## src/rtl/tile_collision_arbiter_pkg.sv

```systemverilog
// Shared tile-map constants and types for the collision arbiter and lookup helpers.
package tile_pkg;

    localparam int TILE_ROWS  = 30;
    localparam int TILE_COLS  = 40;
    localparam int TILE_SHIFT = 4;

    typedef logic [0:TILE_ROWS-1][0:TILE_COLS-1] tile_map_t;

    typedef enum logic [1:0] {TL, TR, BL, BR} corner_e;

    typedef enum logic [2:0] {
        S_IDLE,
        S_C0,
        S_C1,
        S_C2,
        S_C3,
        S_DONE
    } state_e;

endpackage

```

## src/rtl/tile_collision_arbiter_if.sv

```systemverilog
// Requester-side bus of the collision arbiter: request, latched position, grant/done and result.
interface tile_collision_arbiter_if #(parameter int N_REQ = 2);

    logic [N_REQ-1:0]       req;
    logic [N_REQ-1:0][9:0]  req_x;
    logic [N_REQ-1:0][9:0]  req_y;
    logic [N_REQ-1:0]       grant;
    logic [N_REQ-1:0]       done;
    logic                   hit;
    logic [3:0]             hit_mask;

    modport master (
        output req, req_x, req_y,
        input  grant, done, hit, hit_mask
    );

    modport slave (
        input  req, req_x, req_y,
        output grant, done, hit, hit_mask
    );

endinterface

```

## src/rtl/tile_collision_arbiter_lookup.sv

```systemverilog
// Combinational wall query for one pixel position; anything off the 40x30 map reads as wall.
module tile_lookup
    import tile_pkg::*;
(
    input  tile_map_t   tile_i,
    input  logic [10:0] px_i,
    input  logic [10:0] py_i,
    output logic        wall_o
);

    logic [6:0] col;
    logic [6:0] row;
    logic       unused_low;

    assign col        = px_i[10:TILE_SHIFT];
    assign row        = py_i[10:TILE_SHIFT];
    assign unused_low = ^{px_i[TILE_SHIFT-1:0], py_i[TILE_SHIFT-1:0]};

    always_comb begin
        if (col >= 7'(TILE_COLS) || row >= 7'(TILE_ROWS)) begin
            wall_o = 1'b1;
        end else begin
            wall_o = tile_i[row[4:0]][col[5:0]];
        end
    end

endmodule

```

## src/rtl/tile_collision_arbiter.sv

```systemverilog
// Round-robin arbiter that serialises a four-corner sprite wall check over the shared tile map.
module tile_collision_arbiter
    import tile_pkg::*;
#(
    parameter int N_REQ = 2,
    parameter int SIZE  = 8
)
(
    input  logic                   Clk,
    input  logic                   Reset_n,
    input  tile_map_t              Tile,
    tile_collision_arbiter_if.slave bus
);

    localparam int          RW  = (N_REQ > 1) ? $clog2(N_REQ) : 1;
    localparam logic [10:0] OFS = 11'(SIZE - 1);

    state_e             state_q, state_d;
    logic [RW-1:0]      rr_q, rr_d;
    logic [RW-1:0]      win_q, win_d;
    logic               mask_q, mask_d;
    logic [9:0]         x_q, x_d;
    logic [9:0]         y_q, y_d;
    logic [2:0]         acc_q, acc_d;
    logic [3:0]         hm_q, hm_d;

    logic [N_REQ-1:0]   win_oh;
    logic [N_REQ-1:0]   elig;
    logic [RW-1:0]      pick;
    logic               pick_vld;
    corner_e            corner;
    logic [10:0]        cx, cy;
    logic               wall;
    logic [N_REQ-1:0]   grant, done;

    assign win_oh = N_REQ'(1) << win_q;
    // The requester serviced last is blind for one IDLE cycle so a late-dropped req is not re-served.
    assign elig   = bus.req & ~(mask_q ? win_oh : '0);

    always_comb begin
        case (state_q)
            S_C1:    corner = TR;
            S_C2:    corner = BL;
            S_C3:    corner = BR;
            default: corner = TL;
        endcase
        cx = {1'b0, x_q} + ((corner == TR || corner == BR) ? OFS : 11'd0);
        cy = {1'b0, y_q} + ((corner == BL || corner == BR) ? OFS : 11'd0);
    end

    tile_lookup u_lookup (
        .tile_i (Tile),
        .px_i   (cx),
        .py_i   (cy),
        .wall_o (wall)
    );

    always_ff @(posedge Clk) begin
        if (!Reset_n) begin
            state_q <= S_IDLE;
            rr_q    <= '0;
            win_q   <= '0;
            mask_q  <= 1'b0;
            x_q     <= '0;
            y_q     <= '0;
            acc_q   <= '0;
            hm_q    <= '0;
        end else begin
            state_q <= state_d;
            rr_q    <= rr_d;
            win_q   <= win_d;
            mask_q  <= mask_d;
            x_q     <= x_d;
            y_q     <= y_d;
            acc_q   <= acc_d;
            hm_q    <= hm_d;
        end
    end

    always_comb begin
        int j;
        j        = 0;
        pick     = '0;
        pick_vld = 1'b0;
        for (int i = 0; i < N_REQ; i++) begin
            j = int'(rr_q) + i;
            if (j >= N_REQ) j = j - N_REQ;
            if (!pick_vld && elig[RW'(j)]) begin
                pick_vld = 1'b1;
                pick     = RW'(j);
            end
        end

        state_d = state_q;
        rr_d    = rr_q;
        win_d   = win_q;
        mask_d  = mask_q;
        x_d     = x_q;
        y_d     = y_q;
        acc_d   = acc_q;
        hm_d    = hm_q;

        case (state_q)
            S_IDLE: begin
                mask_d = 1'b0;
                if (pick_vld) begin
                    win_d   = pick;
                    x_d     = bus.req_x[pick];
                    y_d     = bus.req_y[pick];
                    acc_d   = '0;
                    state_d = S_C0;
                end
            end
            S_C0: begin acc_d[0] = wall; state_d = S_C1; end
            S_C1: begin acc_d[1] = wall; state_d = S_C2; end
            S_C2: begin acc_d[2] = wall; state_d = S_C3; end
            // Result registers here so it becomes visible exactly in the DONE cycle.
            S_C3: begin hm_d = {wall, acc_q}; state_d = S_DONE; end
            S_DONE: begin
                rr_d    = (win_q == RW'(N_REQ - 1)) ? '0 : win_q + RW'(1);
                mask_d  = 1'b1;
                state_d = S_IDLE;
            end
            default: state_d = S_IDLE;
        endcase
    end

    always_comb begin
        grant = '0;
        done  = '0;
        case (state_q)
            S_C0, S_C1, S_C2, S_C3: grant = win_oh;
            S_DONE:                 done  = win_oh;
            default: ;
        endcase
    end

    assign bus.grant    = grant;
    assign bus.done     = done;
    assign bus.hit_mask = hm_q;
    assign bus.hit      = |hm_q;

endmodule

```

## src/flat_wrapper.sv

```systemverilog
// flat-port wrapper written by rule: the top's interface ports become plain ports
module tile_collision_arbiter_flat import tile_pkg::*;
#(
    parameter int N_REQ = 2,
    parameter int SIZE  = 8
)
  (Clk, Reset_n, Tile, bus_req, bus_req_x, bus_req_y, bus_grant, bus_done, bus_hit, bus_hit_mask);
  tile_collision_arbiter_if #(.N_REQ(N_REQ)) bus_i ();
  input  logic Clk;
  input  logic Reset_n;
  input  tile_map_t Tile;
  input wire logic [$bits(bus_i.req)-1:0] bus_req;
  input wire logic [$bits(bus_i.req_x)-1:0] bus_req_x;
  input wire logic [$bits(bus_i.req_y)-1:0] bus_req_y;
  output wire logic [$bits(bus_i.grant)-1:0] bus_grant;
  output wire logic [$bits(bus_i.done)-1:0] bus_done;
  output wire logic [$bits(bus_i.hit)-1:0] bus_hit;
  output wire logic [$bits(bus_i.hit_mask)-1:0] bus_hit_mask;
  assign bus_i.req = bus_req;
  assign bus_i.req_x = bus_req_x;
  assign bus_i.req_y = bus_req_y;
  assign bus_grant = bus_i.grant;
  assign bus_done = bus_i.done;
  assign bus_hit = bus_i.hit;
  assign bus_hit_mask = bus_i.hit_mask;
  tile_collision_arbiter #(.N_REQ(N_REQ), .SIZE(SIZE)) u_core (.Clk(Clk), .Reset_n(Reset_n), .Tile(Tile), .bus(bus_i));
endmodule
```

## config.mk

```make
export PLATFORM = sky130hd
export DESIGN_NAME = tile_collision_arbiter_flat
export DESIGN_NICKNAME = d
export VERILOG_FILES = /design/src/rtl/tile_collision_arbiter_pkg.sv /design/src/rtl/tile_collision_arbiter_if.sv /design/src/rtl/tile_collision_arbiter_lookup.sv /design/src/rtl/tile_collision_arbiter.sv /design/src/flat_wrapper.sv
export SDC_FILE = /design/constraint.sdc
export NUM_CORES = 1
export LEC_CHECK = 0
export CORE_AREA = 2 2 493 495
export CTS_BUF_LIST = sky130_fd_sc_hd__clkbuf_4
export CTS_CLUSTER_DIAMETER = 120
export DETAILED_ROUTE_END_ITERATION = 12
export DIE_AREA = 0 0 495 497
export GPL_TIMING_DRIVEN = 0
export PLACE_DENSITY = 0.3
export SYNTH_ARGS = -nofsm -noshare
export SYNTH_HDL_FRONTEND = slang
export SYNTH_HIERARCHICAL = 1
export SYNTH_SLANG_ARGS = --single-unit
```

## constraint.sdc

```tcl
create_clock -name Clk -period 4.4 [get_ports Clk]
set_input_delay 0.66 -clock Clk [delete_from_list [all_inputs] [get_ports Clk]]
set_output_delay 0.66 -clock Clk [all_outputs]
set_load 0.02 [all_outputs]
```

==> impl_metrics.env, run 1 <==
export IMPL_status="complete, but fails checks"
export IMPL_violations="setup timing"
export IMPL_post_synth_cell_area_avg_um2=10.6
export IMPL_wl_per_cell_um=45.9
export IMPL_grtUsageTotal_pct=20.9
export IMPL_start_kind="flip-flop"
export IMPL_layout_drive_gt1_share_pct=25.7
export IMPL_clk_pin_slew_ps=120
export IMPL_grt_pass1_wl_mm=311
export IMPL_relSlewSlack_pct=21.6
export IMPL_layout_nets=3842
export IMPL_drv_cap=0
export IMPL_antenna_left=0
export IMPL_timing_rr_end="u_core/bus.hit_mask[3]$_SDFFE_PN0N_"
export IMPL_grt_pass1_vias=20200
export IMPL_detailedPlace_worstSlack_ps=-3810
export IMPL_syn_nets=2457
export IMPL_path_buf_inv=7
export IMPL_endpoint_kind="flip-flop"
export IMPL_yosysWarnings=6
export IMPL_finalCriticalPeriod_ps=5300
export IMPL_row_count=180
export IMPL_vias_per_cell=3.34
export IMPL_p_per_area_mw_per_mm2=213
export IMPL_arrival_ps=5530
export IMPL_wirelength_mm=268
export IMPL_syn_inst=1205
export IMPL_tritoncts="built"
export IMPL_drtPass1Iterations=5
export IMPL_path_class="flip-flop to flip-flop"
export IMPL_num_io_pins=1253
export IMPL_worst_path_max_delay_cell="a211oi_2"
export IMPL_clock_sinks=33
export IMPL_clock_latency_ps=350
export IMPL_critPathTopFamily="compound AO/OA/AOI/OAI gates"
export IMPL_root_buffer="clkbuf_4"
export IMPL_ff2ff_setup_slack_ps=-900
export IMPL_synth_cell_area_mm2=0.0128
export IMPL_crit_chain="nand3b_1 > nand2_4 > ha_1 > a21o_1 > a21oi_2 > nor2_1 > xor2_1 > buf_6 > buf_12 > buf_8 > clkbuf_16 > buf_8 > a2bb2oi_1 > o211ai_1 > a211oi_2 > o32ai_4 > o221ai_2 > o31a_1 > a21oi_4 > buf_12 > buf_4 > nand3_1 > a21oi_1"
export IMPL_cp_required_ps=4620
export IMPL_die_area_mm2=0.246
export IMPL_critPathLaunch="u_core/state_q[2]$_SDFFE_PN0P_"
export IMPL_initial_core_util_pct=5.33
export IMPL_critical_path_max_fanout=10
export IMPL_ff2ff_path_depth=23
export IMPL_antenna_found_initial=252
export IMPL_first_iter_violations=1184
export IMPL_hold_ws_ps=485
export IMPL_grt_max_degree=11
export IMPL_clockBufferDepth=2
export IMPL_leakagePower_nw=10.4
export IMPL_dpl_hpwl_mm=232
export IMPL_skew_ps=11.4
export IMPL_cts_made_buffers=5
export IMPL_setup_viol=4
export IMPL_endpoint="u_core/bus.hit_mask[3]$_SDFFE_PN0N_"
export IMPL_hold_viol=0
export IMPL_chipHeight_um=497
export IMPL_fin_ws_ps=-901
export IMPL_rsz0062_at_grt="yes"
export IMPL_die_w_um=495
export IMPL_post_route_util_pct=13.7
export IMPL_cts_max_level=2
export IMPL_ir_drop_mv=0.0985
export IMPL_vias=19500
export IMPL_reg2reg_from="u_core/state_q[2]$_SDFFE_PN0P_"
export IMPL_cp_depth=23
export IMPL_drv_slew=0
export IMPL_gp_congestion=0.793
export IMPL_core_area_mm2=0.240
export IMPL_min_path_type="flip-flop to flip-flop"
export IMPL_ctsHoldBuffers=0
export IMPL_portBuffers=1251
export IMPL_worst_pin_slew_ps=1140
export IMPL_overflow=0
export IMPL_area_growth_pct=157
export IMPL_max_stage_delay_ps=640
export IMPL_max_freq_mhz=189
export IMPL_drc=0
export IMPL_min_period_over_period_pct=120
sequential cells by signal, summed over array words and instances (netlist names):
register             flops
u_core/rr_q              1
u_core/state_q           3
u_core/bus.hit_mask      4
u_core/y_q              10
u_core/win_q             1
u_core/acc_q             3
u_core/x_q              10
u_core/mask_q            1
power breakdown:
group / internal, W / switching [W]
clock: 0.0000671 / 0.000117
combinational: 0.00287 / 0.00360
sequential: 0.000329 / 0.0000366
cell type report:
class / instances / area, um2
sequential: 33 / 672
timing repair buffer: 1383 / 13900
buffer: 139 / 2160
antenna: 61 / 153
fill: 27400 / 207000
clock buffer: 6 / 45.0
multi-input combinational: 1014 / 11900
inverter: 14 / 57.6
tap: 3185 / 3990
clock inverter: 2 / 10.0
tightest hold or removal path, cell delays in order, from the launching register on:
cell and delay [ps]:
dfxtp_1 330, nand3_1 60, a21oi_1 60
worst min-delay path by stage:
stage / from / endpoint / slack [ps] / depth (start not counted)
after floorplan: u_core/acc_q[0]$_SDFFE_PN0P_ / u_core/bus.hit_mask[0]$_SDFFE_PN0N_ / 440 / 2
after global placement: u_core/acc_q[0]$_SDFFE_PN0P_ / u_core/bus.hit_mask[0]$_SDFFE_PN0N_ / 480 / 2
final: u_core/acc_q[0]$_SDFFE_PN0P_ / u_core/bus.hit_mask[0]$_SDFFE_PN0N_ / 480 / 2
after CTS: u_core/acc_q[0]$_SDFFE_PN0P_ / u_core/bus.hit_mask[0]$_SDFFE_PN0N_ / 490 / 2
after detailed placement: u_core/acc_q[0]$_SDFFE_PN0P_ / u_core/bus.hit_mask[0]$_SDFFE_PN0N_ / 470 / 2
after global routing: u_core/acc_q[0]$_SDFFE_PN0P_ / u_core/bus.hit_mask[0]$_SDFFE_PN0N_ / 520 / 2
metrics by stage:
stage / cells / area (um2) / TNS, ps / total power, W
after global routing: 5796 / 32800 / -3640 / 0.00726
after global placement: 5641 / 29300 / -21640 / 0.00599
after CTS: 5757 / 32300 / -3680 / 0.00708
final: 5837 / 32900 / -3490 / 0.00702
after detailed placement: 5645 / 29400 / -15080 / 0.00602
after floorplan: 1205 / 12800 / 0 / 0.00231
metal layers:
layer	part of all wire, %	global-route usage [%]
met1	41	25.3
met4	2.5	4.04
met5	0.30	0
met2	48	36.2
met3	8.0	6.35
layout by cell type (no fill, tap or decap), drive strengths merged, types with 4 or more instances in the layout:
cell type and count:
a2111oi 15, a211o 11, a211oi 52, a21o 5, a21oi 34, a221oi 16, a22o 9, a22oi 18
a2bb2oi 7, a32oi 10, and2 4, buf 229, clkbuf 47, clkdlybuf4s50 1251, dfxtp 33, diode 61
ha 6, inv 14, mux2 31, mux2i 207, mux4 197, nand2 67, nand2b 10, nand3 17
nor2 61, nor2b 18, nor3 12, nor4 7, o2111ai 5, o211ai 24, o21a 5, o21ai 49
o221ai 4, o22ai 46, o2bb2ai 6, o311ai 5, o32ai 4, xnor2 9, xor2 5
repair_timing:
| action | 4_1_cts | 5_1_grt |
|---|---|---|
| buffers inserted | 106 | 19 |
| endpoints found under the setup margin | 4 | 4 |
| gates resized for setup | 411 | 71 |
| gates cloned | 3 | 0 |
| pin swaps | 47 | 31 |
No activity file was read; power rests on OpenSTA's default activity.
==> inputs of run 2 (changes only) <==
--- a/config.mk
+++ b/config.mk
@@ -11,6 +11,7 @@
 export DETAILED_ROUTE_END_ITERATION = 12
 export DIE_AREA = 0 0 495 497
 export GPL_TIMING_DRIVEN = 0
+export HOLD_SLACK_MARGIN = 0.02
 export PLACE_DENSITY = 0.3
 export SYNTH_ARGS = -nofsm -noshare
 export SYNTH_HDL_FRONTEND = slang
==> results of run 2 <==
The final DEF is identical to that of run 1; final timing and power are the same.
